===== src/rtl/temp_monitor.sv =====
// temp_monitor: averages windows of 2^AVG_LOG2 readings and drives an alarm LED through a hysteresis FSM.
// Optional build macro TEMP_MON_STICKY_EN latches the alarm until acknowledged with clear.
module temp_monitor #(
  parameter int WIDTH     = 8,
  parameter int AVG_LOG2  = 2,
  parameter int HI_THRESH = 200,
  parameter int LO_THRESH = 180,
  parameter int HOLD      = 3
) (
  input  logic             clk,
  input  logic             rst,
  input  logic             sample_valid,
  input  logic [WIDTH-1:0] sw,
  input  logic             clear,
  output logic [WIDTH-1:0] avg,
  output logic             avg_valid,
  output logic [1:0]       state,
  output logic             led
);

  // A zero-width counter is not legal, so AVG_LOG2=0 keeps a 1-bit counter pinned at zero
  localparam int CW   = (AVG_LOG2 > 0) ? AVG_LOG2 : 1;
  localparam int ACCW = WIDTH + AVG_LOG2;
  localparam int HCW  = (HOLD > 1) ? $clog2(HOLD + 1) : 1;

  localparam logic [CW-1:0]    LAST_IDX = CW'((1 << AVG_LOG2) - 1);
  localparam logic [WIDTH-1:0] HI       = WIDTH'(HI_THRESH);
  localparam logic [WIDTH-1:0] LO       = WIDTH'(LO_THRESH);
  localparam logic [HCW-1:0]   HOLD_N   = HCW'(HOLD);

  typedef enum logic [1:0] {
    COOL = 2'd0,
    PEND = 2'd1,
    HOT  = 2'd2
  } state_t;

  logic [ACCW-1:0] acc_q;
  logic [CW-1:0]   cnt_q;
  logic [ACCW-1:0] sum;
  logic            last_sample;
  state_t          state_q, state_d;
  logic [HCW-1:0]  hold_q, hold_d;

  assign sum         = acc_q + ACCW'(sw);
  assign last_sample = (cnt_q == LAST_IDX);

  always_ff @(posedge clk) begin
    if (rst) begin
      acc_q     <= '0;
      cnt_q     <= '0;
      avg       <= '0;
      avg_valid <= 1'b0;
    end else begin
      avg_valid <= 1'b0;
      if (sample_valid) begin
        if (last_sample) begin
          acc_q     <= '0;
          cnt_q     <= '0;
          avg       <= WIDTH'(sum >> AVG_LOG2);
          avg_valid <= 1'b1;
        end else begin
          acc_q <= sum;
          cnt_q <= cnt_q + CW'(1);
        end
      end
    end
  end

  always_ff @(posedge clk) begin
    if (rst) begin
      state_q <= COOL;
      hold_q  <= '0;
    end else begin
      state_q <= state_d;
      hold_q  <= hold_d;
    end
  end

  // The FSM only looks at avg in the single cycle it is freshly updated
  always_comb begin
    state_d = state_q;
    hold_d  = hold_q;
    case (state_q)
      COOL: begin
        if (avg_valid && avg >= HI) begin
          hold_d  = HCW'(1);
          state_d = (HOLD == 1) ? HOT : PEND;
        end
      end
      PEND: begin
        if (avg_valid) begin
          if (avg >= HI) begin
            hold_d = hold_q + HCW'(1);
            if (hold_d >= HOLD_N) state_d = HOT;
          end else begin
            hold_d  = '0;
            state_d = COOL;
          end
        end
      end
      HOT: begin
`ifdef TEMP_MON_STICKY_EN
        if (clear) begin
          hold_d  = '0;
          state_d = COOL;
        end
`else
        if (avg_valid && avg <= LO) begin
          hold_d  = '0;
          state_d = COOL;
        end
`endif
      end
      default: begin
        hold_d  = '0;
        state_d = COOL;
      end
    endcase
  end

`ifndef TEMP_MON_STICKY_EN
  logic unused_clear;
  assign unused_clear = clear;
`else
  logic unused_lo;
  assign unused_lo = ^LO;
`endif

  assign state = state_q;
  assign led   = (state_q == HOT);

endmodule

===== config.mk =====
export PLATFORM = sky130hd
export DESIGN_NAME = temp_monitor
export DESIGN_NICKNAME = d
export VERILOG_FILES = /design/src/rtl/temp_monitor.sv
export SDC_FILE = /design/constraint.sdc
export NUM_CORES = 1
export LEC_CHECK = 0
export CAP_MARGIN = 0
export CORE_MARGIN = 4
export CORE_UTILIZATION = 45
export CTS_CLUSTER_DIAMETER = 200
export DETAILED_ROUTE_END_ITERATION = 7
export PLACE_DENSITY = 0.69
export RECOVER_POWER = 100
export SLEW_MARGIN = 0
export SYNTH_ARGS = -nofsm -noshare
export SYNTH_HDL_FRONTEND = slang
export SYNTH_SLANG_ARGS = --single-unit

===== constraint.sdc =====
create_clock -name clk -period 3 [get_ports clk]
set_input_delay 0.6 -clock clk [delete_from_list [all_inputs] [get_ports clk]]
set_output_delay 0.6 -clock clk [all_outputs]
set_load 0.02 [all_outputs]

Word-level counts from Yosys, hierarchy flattened
Index checks and enable logic that the tools add are counted.
{ "classes": {"addsub": 3, "bitwise": 1, "order_cmp": 3, "n_mux": 12, "n_reduce_logical": 7, "n_eq_ne": 7} }
{ "ops": {"columns": ["operator", "count"], "rows": [
  ["2-to-1 mux 2 bit", 8],
  ["case mux 2 bit (3 select lines)", 2],
  ["adder 10 x 8 -> 10 bit", 1],
  ["2-to-1 mux 10 bit", 1],
  [">= comparator 8 bit, second input constant", 1],
  ["<= comparator 8 bit, second input constant", 1],
  ["adder 2 x 1 -> 2 bit, second input constant", 2],
  ["== test 2 bit, second input constant", 2],
  ["inequality test 2 bit, second input constant", 2],
  ["AND reduction 4 bit", 1],
  ["inequality test 3 bit, second input constant", 1],
  ["AND reduction 3 bit", 1],
  ["== test 2 x 1 -> 1 bit, second input constant", 1],
  [">= comparator 2 bit, second input constant", 1],
  ["logical AND 1 bit", 2],
  ["logical NOT 2 bit", 1],
  ["inequality test 2 x 1 -> 1 bit, second input constant", 1],
  ["AND reduction 2 bit", 1],
  ["OR reduction 2 bit", 1],
  ["2-to-1 mux 1 bit", 1],
  ["inverter 1 bit", 1]
]} }
{ "totals": {"inputBits": 12, "register_bits": 25, "out_inout_bits": 12} }

Logic depth before layout (Yosys ltp)
Gate-level depths: netlist of run 1.
{ "logic_depth": {"ltp_word": 6, "depth_mapped": 8, "mapped_depth_nobuf": 8} }

Worst setup path before layout of run 1
OpenSTA, ideal clock, no wires.
{ "synth_timing": {"path_type": "input to register", "startpoint": "in sw[6]", "endpoint": "reg avg[7]", "t_arrival_ns": 2.064, "path_stages": 6, "slack_ns": 0.841, "path_buffers": 0, "setup_time_ns": 0.095, "cell_sequence": "ha_1 a21o_1 a21o_1 a22o_1 or4b_1 o311ai_1"} }
{ "synth_via": {"elab_chain_cells": 1} }
{ "synth_rtl": {"columns": ["element", "line_no", "rtl"], "rows": [
  ["start: declaration", "13", "input logic [WIDTH-1:0] sw,"],
  ["adder 10 x 8 -> 10 bit", "44", "assign sum = acc_q + ACCW'(sw);"],
  ["end signal: assignment", "59", "avg <= WIDTH'(sum >> AVG_LOG2);"],
  ["end: declaration", "15", "output logic [WIDTH-1:0] avg,"]
]} }
Every way passes these cells.
A chain may end at the register's enable or synchronous reset.

Worst setup path in the final report of run 1
{ "layout_timing": {"startpoint": "in sw[1]", "endpoint": "reg avg[7]"} }
The elaborated chain is that of the path after synthesis.

==> metrics.md, run 1 <==
| Metric | Value |
|---|---|
| Vias in the first global route | 1203 |
| Post-CTS Resized | 0 |
| Critical Path Source Type | primary input |
| I/O pins | 24 |
| Slew Limit Fails | 0 |
| Maxcap violations | 0 |
| Final min period | 2570 ps |
| Post-route DRC | 0 |
| Antenna-violating nets left | 0 |
| Initial DRT Pass Iterations | 4 |
| Gate power share | 26.6% |
| Nets | 224 |
| CTS tree | yes |
| Hold endpoint | acc_q[5] |
| Cell Chain, Critical Path | dlygate4sd3_1 > ha_1 > a211oi_1 > o21ai_0 > a22o_1 > or4b_1 > o311ai_0 |
| RSZ-0062 raised after global routing | no |
| # setup viols final | 0 |
| Leakage | ~0.73 nW |
| Grt ovf | 0 |
| WL/cell | 12.8 um |
| Worst Skew | roughly 7.2 ps |
| Max incr delay on CP | 570 ps |
| Data arrival, critical path | 2800 ps |
| Diode count | 0 |
| Die ar. | 4200 um^2 |
| Avg Vias per Cell | 5.37 |
| Seq/Total Area, Yosys | between 30% and 40% |
| P_int | slightly below 0.0005 W |
| Flop2flop setup slack | approximately 960 ps |
| Core area | 3080 um^2 |
| Hpwl dp | ~2400 um |
| Setup_tns | 0 ps |
| Clk sinks | 25 |
| Gpl congestion | 0.848 |
| Worst slew margin | 59.8% |
| WL final | 3110 um |
| Clock power share | about 22% |
| I/O Buffers | 22 |
| Pwr Density | 407 nW/um^2 |
| FF+latch count, synth | 25 |
| Period utilisation layout | between 80% and 90% |
| Slew @ Worst Pin | 603 ps |
| Root Buffer Master | clkbuf_4 |
| Final Power | 0.000715 W |
| Initial core utilization | a little under half |
| Via count | 1311 |
| Post-Synthesis Cells | ~180 |
| Fraction of layout cells with a size suffix above 1 | between 4 and 5% |
| Distinct cell type count after synthesis | 42 |
| Mean Syn Cell Area | ~8.2 um^2 |
| CP required | 3230 ps |
| Clock slew at reported path FFs | 150 ps |
| Hold Buf Count CTS | 0 |
| Die Height | 64.8 um |
| CP max FO | 4 |
| Number of buffers created by CTS | 3 |
| Gr usage total | 15.5% |
| Net Sw Power | 0.000226 W |
| Post-CTS Setup Repair Bufs | 0 |
| Htree depth | 1 |
| Worst Hold Launch | acc_q[5] |
| Final hold vios | 0 |
| Post-Syn Area | 1450 um^2 |
| Status | completed |
| Initial antenna violation count | 0 |
| Crit Path Class | primary input to register |
| Row Count | 20 |
| Sw Share | 31.6% |
| Hold Path Stages | 2 |
| Chip width | 64.8 um |
| DR iter-0 viols | 71 |
| Synth warnings | 0 |
| CTS Buffer Depth | 2 |
| Critical path capture point type | register |
| Max Clk Rate | ~0.39 GHz |
| Worst-Skew Late Latency | 320 ps |
| Syn_nets | 201 |
| Layout filler cell count | 305 |
| Global-route wire length before repair | 5270 um |
| Largest net degree at the start of global routing | 16 |
| Seq pwr share | 51.1% |
| Area grow syn2layout | 20.7% |
| Reg-to-reg endpoint | avg[7] |
| Max IR drop VDD | 0.193 mV |
| Critical path's slowest cell | dlygate4sd3_1 |
| Type of the most critical hold path | register to register |
| Worst Reg-to-Reg Cells | 6 |
| Worst r2r src | acc_q[1] |
## registers in the layout, summed over array words and instances, names as in the netlist
register	count
acc_q	10
avg	8
avg_valid	1
cnt_q	2
hold_q	2
state	2
## critical path, delay by kind of cell
kind,cells,cell delay (ps)
AOI/OAI and AO/OA,4,860
buffers and inverters,1,570
and+or+nand+nor,1,460
adders and majority gates,1,320
## cell families (layout without fill, tap and decap cells)
logic type | after synthesis | in the layout | share of synthesized area (%)
XOR/XNOR | 4 | 4 | 2.41
AND/OR/NAND/NOR | 73 | 73 | 26.7
adder cells (fa/ha/maj) | 11 | 11 | 9.98
AO/OA/AOI/OAI | 44 | 44 | 18.8
flip-flops | 25 | 25 | 34.4
buffers and inverters | 16 | 38 | 4.13
multiplexers | 5 | 5 | 3.53
## through the flow
stage                     worst slack (ps)  cell area, um^2  cells  util [%]  hold slack [ps]
after global routing                   330             1760    244      57.0              502
after detailed placement               291             1730    240      56.2              472
final                                  434             1760    244      57.0              488
after CTS                              631             1760    244      57.2              492
after floorplan                        841             1450    178         -              453
after global placement                 314             1730    240      56.2              468
## how the worst max path moves through the flow
| stage | from | cells after the start | endpoint | slack (ps) |
|---|---|---|---|---|
| global placement | sw[0] | 9 | avg[6] | 310 |
| global route | sw[1] | 7 | avg[7] | 330 |
| finish | sw[1] | 7 | avg[7] | 430 |
| floorplan | sw[6] | 6 | avg[7] | 840 |
| detailed placement | sw[0] | 9 | avg[6] | 290 |
| CTS | sw[0] | 9 | avg[6] | 630 |
## cell usage after synthesis
library cell | instances | share of area [%]
or3_1 | 4 | 1.7
or3b_1 | 1 | 0.60
nand3b_1 | 5 | 2.6
or4b_1 | 2 | 1.4
o21ai_1 | 1 | 0.34
mux2i_1 | 4 | 2.8
a21oi_1 | 17 | 5.9
a31o_2 | 1 | 0.60
clkbuf_1 | 7 | 1.8
nand2_1 | 14 | 3.6
a32o_1 | 1 | 0.69
o32ai_1 | 1 | 0.60
and2_1 | 2 | 0.86
a31oi_1 | 2 | 0.86
o22ai_1 | 1 | 0.43
nand4b_1 | 2 | 1.2
nor2b_1 | 5 | 2.2
nor4bb_1 | 1 | 0.69
mux2_2 | 1 | 0.77
and3_1 | 1 | 0.43
fa_1 | 1 | 1.4
o211ai_1 | 2 | 1.0
xor2_1 | 2 | 1.2
a211oi_1 | 2 | 1.0
nor3_1 | 3 | 1.0
nand3_1 | 5 | 1.7
buf_1 | 1 | 0.26
a21o_1 | 3 | 1.5
a22o_1 | 1 | 0.60
o21ai_0 | 7 | 2.4
nand2b_1 | 5 | 2.2
ha_1 | 10 | 8.6
dfxtp_1 | 25 | 34
a211o_1 | 1 | 0.60
inv_1 | 8 | 2.1
nand4_1 | 2 | 0.86
xnor2_1 | 2 | 1.2
nor3b_1 | 1 | 0.52
o311ai_1 | 1 | 0.60
o31ai_1 | 2 | 1.0
nor2_1 | 20 | 5.2
o221ai_1 | 1 | 0.60
## placed cells by master, fill, tap and decap left out, types with 2 or more instances in the layout
master            n
clkbuf_4          3
mux2i_1           4
nand4b_1          2
xnor2_1           2
a21o_1            3
dfxtp_1          25
nor2_1           20
nor2b_1           5
nor3_1            3
a211oi_1          2
xor2_1            2
o31ai_1           2
nand2b_1          5
buf_4             3
inv_1             8
a21oi_1          17
dlygate4sd3_1    16
nand3b_1          5
o211ai_1          2
o21ai_0           8
clkdlybuf4s50_1   6
a31oi_1           2
or4b_1            2
ha_1             10
or3_1             4
nand4_1           2
nand2_1          14
nand3_1           5
## power groups by stage
stage,sequential [W],clock [W],combinational (W)
3_5_place_dp,0.000373,0,0.000193
4_1_cts,0.000365,0.000170,0.000194
5_1_grt,0.000368,0.000178,0.000212
2_1_floorplan,0.000371,0,0.000139
3_3_place_gp,0.000371,0,0.000188
6_report,0.000365,0.000160,0.000190
## layer usage
| layer | global-route usage (%) | routed length [um] | vias up | part of all wire [%] |
|---|---|---|---|---|
| li1 | - | - | 682 | - |
| met1 | 20.0 | 1520 | 608 | 49 |
| met2 | 26.6 | 1480 | 19 | 47 |
| met3 | 3.29 | 99 | 2 | 3.2 |
| met4 | 3.17 | 12 | 0 | 0.39 |
| met5 | 0 | 0 | - | 0 |
## area by class of cell
class	count	area [um^2]	area share [%]
Multi-Input combinational cell	137	893	50.9
Clock buffer	3	22.5	1.28
Timing Repair Buffer	26	246	14.0
Inverter	8	30.0	1.71
Clock inverter	1	7.51	0.428
Tap cell	44	55.1	3.14
Sequential cell	25	500	28.5
No activity file was read; power rests on OpenSTA's default activity.
==> run 2, diff against run 1 <==
--- a/config.mk
+++ b/config.mk
@@ -5,7 +5,6 @@
 export SDC_FILE = /design/constraint.sdc
 export NUM_CORES = 1
 export LEC_CHECK = 0
-export CAP_MARGIN = 0
 export CORE_MARGIN = 4
 export CORE_UTILIZATION = 45
 export CTS_CLUSTER_DIAMETER = 200
==> constraint.sdc (replaced) <==
create_clock -name clk -period 2.4 [get_ports clk]
set_input_delay 0.48 -clock clk [delete_from_list [all_inputs] [get_ports clk]]
set_output_delay 0.48 -clock clk [all_outputs]
set_load 0.02 [all_outputs]
==> run 2 against run 1 <==
Clock skew fell by 5.4 ps. Global-route usage increased by 1.6 points. First-iteration DRC count is 5.6% lower. Critical path depth unchanged.
==> metrics.md, run 2 (synthesis gave the netlist of run 1 again) <==
| Metric | Value |
|---|---|
| Status | completed |
| Slew Limit Fails | 0 (unchanged) |
| Seq pwr share | 49.6% (-1.5 points) |
| Grt ovf | 0 (unchanged) |
| Initial DRT Pass Iterations | 5 (+1) |
| Max layer used | met4 |
| Final WS setup | 194 ps (-240 ps) |
| Htree depth | 1 (unchanged) |
| Sw Share | 30.9% (-0.74 points) |
| Worst slew margin | 62.6% (+2.8 points) |
| Post-route core utilization | 59.9% (+2.8 points) |
| Pwr Density | 500 nW/um^2 (+23%) |
| Fraction of layout cells with a size suffix above 1 | 9.39% (+4.9 points) |
| Max reg flops | 10 (unchanged) |
| Maxcap violations | 0 (unchanged) |
| Type of the most critical hold path | register to register |
| Net Sw Power | 0.000285 W (+26%) |
| Critical Path Source Type | primary input |
| Post-CTS Setup Repair Bufs | 0 (unchanged) |
| Clock slew at reported path FFs | 130 ps (-20 ps) |
| WHS | 486 ps (-2.25 ps) |
| Data arrival, critical path | 2430 ps (-370 ps) |
| DP Cell Count | 253 (+5.4%) |
| WL/cell | 13.1 um (+3.0%) |
| Gr usage total | 17.2% (+1.6 points) |
| Max incr delay on CP | 470 ps (-100 ps) |
| Row Count | 20 (unchanged) |
| Final min period | 2210 ps |
| Most frequent cells in the layout | 25 x dfxtp_1, 20 x nor2_1, 17 x a21oi_1 |
| Worst slack, placed | -125 ps (-416 ps) |
| Clock power share | 20.3% (-2.0 points) |
| Initial core utilization | 47.2% (unchanged) |
| Gpl congestion | 0.745 (-12%) |
| Critical path capture point type | register |
| Area grow syn2layout | 26.8% |
| Gate power share | 30.1% (+3.5 points) |
| Root Buffer Master | clkbuf_4 |
| Buf+Inv Stages, Crit Path | 1 (unchanged) |
| Metal3 WL | 117 um (+18%) |
| WL final | 3380 um (+8.5%) |
| Post-CTS Resized | 0 (unchanged) |
| DR WL met2 | 1720 um (+16%) |
| Max Clk Rate | around 0.45 GHz |
| Leakage | 0.785 nW (+8.1%) |
| Post-route DRC | 0 (unchanged) |
| Vias in the first global route | 1309 (+8.8%) |
| Cell Chain, Critical Path | clkdlybuf4s50_1 > ha_1 > a211oi_1 > o21ai_0 > a22o_1 > or4b_1 > o311ai_0 |
| Clk sinks | 25 (unchanged) |
| RSZ-0062 raised after global routing | no |
| Max IR drop VDD | 0.418 mV (+120%) |
| Layout filler cell count | 284 (-6.9%) |
| CTS Buffer Depth | 2 (unchanged) |
| CTS tree | yes |
| DR iter-0 viols | 67 (-5.6%) |
| CP required | 2620 ps (-610 ps) |
| Slew @ Worst Pin | 561 ps (-42.4 ps) |
| Crit Path Class | primary input to register |
| Worst Skew | 1.79 ps (-5.37 ps) |
| Largest net degree at the start of global routing | 16 (unchanged) |
| Most common cell after layout, fill and taps aside | dfxtp_1 |
| Multi-input logic area | 893 um^2 (unchanged) |
| Chip width | 64.8 um (unchanged) |
| FF+latch area | 500 um^2 (unchanged) |
| Hold Buf Count CTS | 0 (unchanged) |
| Hpwl dp | 2680 um (+9.8%) |
| Global-route wire length before repair | 5800 um (+10%) |
| Antenna-violating nets left | 0 (unchanged) |
| Worst-Skew Late Latency | 310 ps (about the same) |
| Via count | 1376 (+5.0%) |
| CP max FO | 3 (-1) |
| Period utilisation layout | between 90% and 100% |
| # setup viols final | 0 (unchanged) |
| Largest Register | acc_q |
| Final hold vios | 0 (unchanged) |
| Die ar. | 4200 um^2 (unchanged) |
| Delay-heaviest family, CP | compound AO/OA/AOI/OAI gates |
| I/O pins | 24 (unchanged) |
| WL met1 | 1500 um (-1.5%) |
| Avg Vias per Cell | 5.35 (-0.35%) |
| Number of buffers created by CTS | 3 (unchanged) |
| Die Height | 64.8 um (unchanged) |
| P_int | 0.000638 W (+30%) |
| Diode count | 0 (unchanged) |
| Critical path's slowest cell | or4b_1 |
| Core area | 3080 um^2 (unchanged) |
| I/O Buffers | 22 (unchanged) |
| Nets | 237 (+5.8%) |
| Initial antenna violation count | 0 (unchanged) |
| Biggest regs | acc_q x10, avg x8 |
| Finished Layout Cells | 257 (+5.3%) |
-- run 2: power by group through the flow --
stage	clock [W]	combinational (W)	sequential, W
2_1_floorplan	0	0.000174	0.000463
3_3_place_gp	0	0.000267	0.000466
3_5_place_dp	0	0.000279	0.000467
4_1_cts	0.000192	0.000282	0.000458
5_1_grt	0.000210	0.000307	0.000461
6_report	0.000187	0.000277	0.000458
-- run 2: metal layers --
metal,track usage (%),vias up
li1,-,708
met1,19.8,637
met2,32.3,27
met3,3.99,4
met4,2.64,0
met5,0,-
-- run 2: worst paths after layout --
kind / from / end / slack, ps / cells after the start
worst min-delay path: avg[2] / avg[2] / 490 / 2
worst max-delay path: sw[1] / avg[7] / 190 / 7
worst max register to register: acc_q[1] / avg[7] / 480 / 6
worst min register to register: avg[2] / avg[2] / 490 / 2
-- run 2: stage by stage --
step                cell area (um^2)  total power, W  TNS [ps]
finish                          1840        0.000922         0
global route                    1840        0.000978         0
CTS                             1850        0.000932         0
detailed placement              1830        0.000746      -767
global placement                1830        0.000733      -347
floorplan                       1450        0.000637         0
-- run 2: area by class of cell --
cell class | instances | area share (%)
flip-flops and latches | 25 | 27.2
multi-input cells | 137 | 48.5
inverters | 8 | 1.63
clock inverters | 1 | 0.272
repair buffers | 39 | 18.3
clock buffers | 3 | 1.22
well taps | 44 | 2.99
-- run 2: worst reg2reg max path, cell delays in order, from the launching register on --
cell and delay [ps]:
dfxtp_1 360, ha_1 290, a211oi_1 230, o21ai_0 150, a22o_1 260, or4b_1 470, o311ai_0 90
==> run 3, diff against run 2 <==
--- a/config.mk
+++ b/config.mk
@@ -9,6 +9,7 @@
 export CORE_UTILIZATION = 45
 export CTS_CLUSTER_DIAMETER = 200
 export DETAILED_ROUTE_END_ITERATION = 7
+export GPL_ROUTABILITY_DRIVEN = 0
 export PLACE_DENSITY = 0.69
 export RECOVER_POWER = 100
 export SLEW_MARGIN = 0
==> results of run 3 <==
No change in the layout: final DEF, timing and power equal those of run 2.
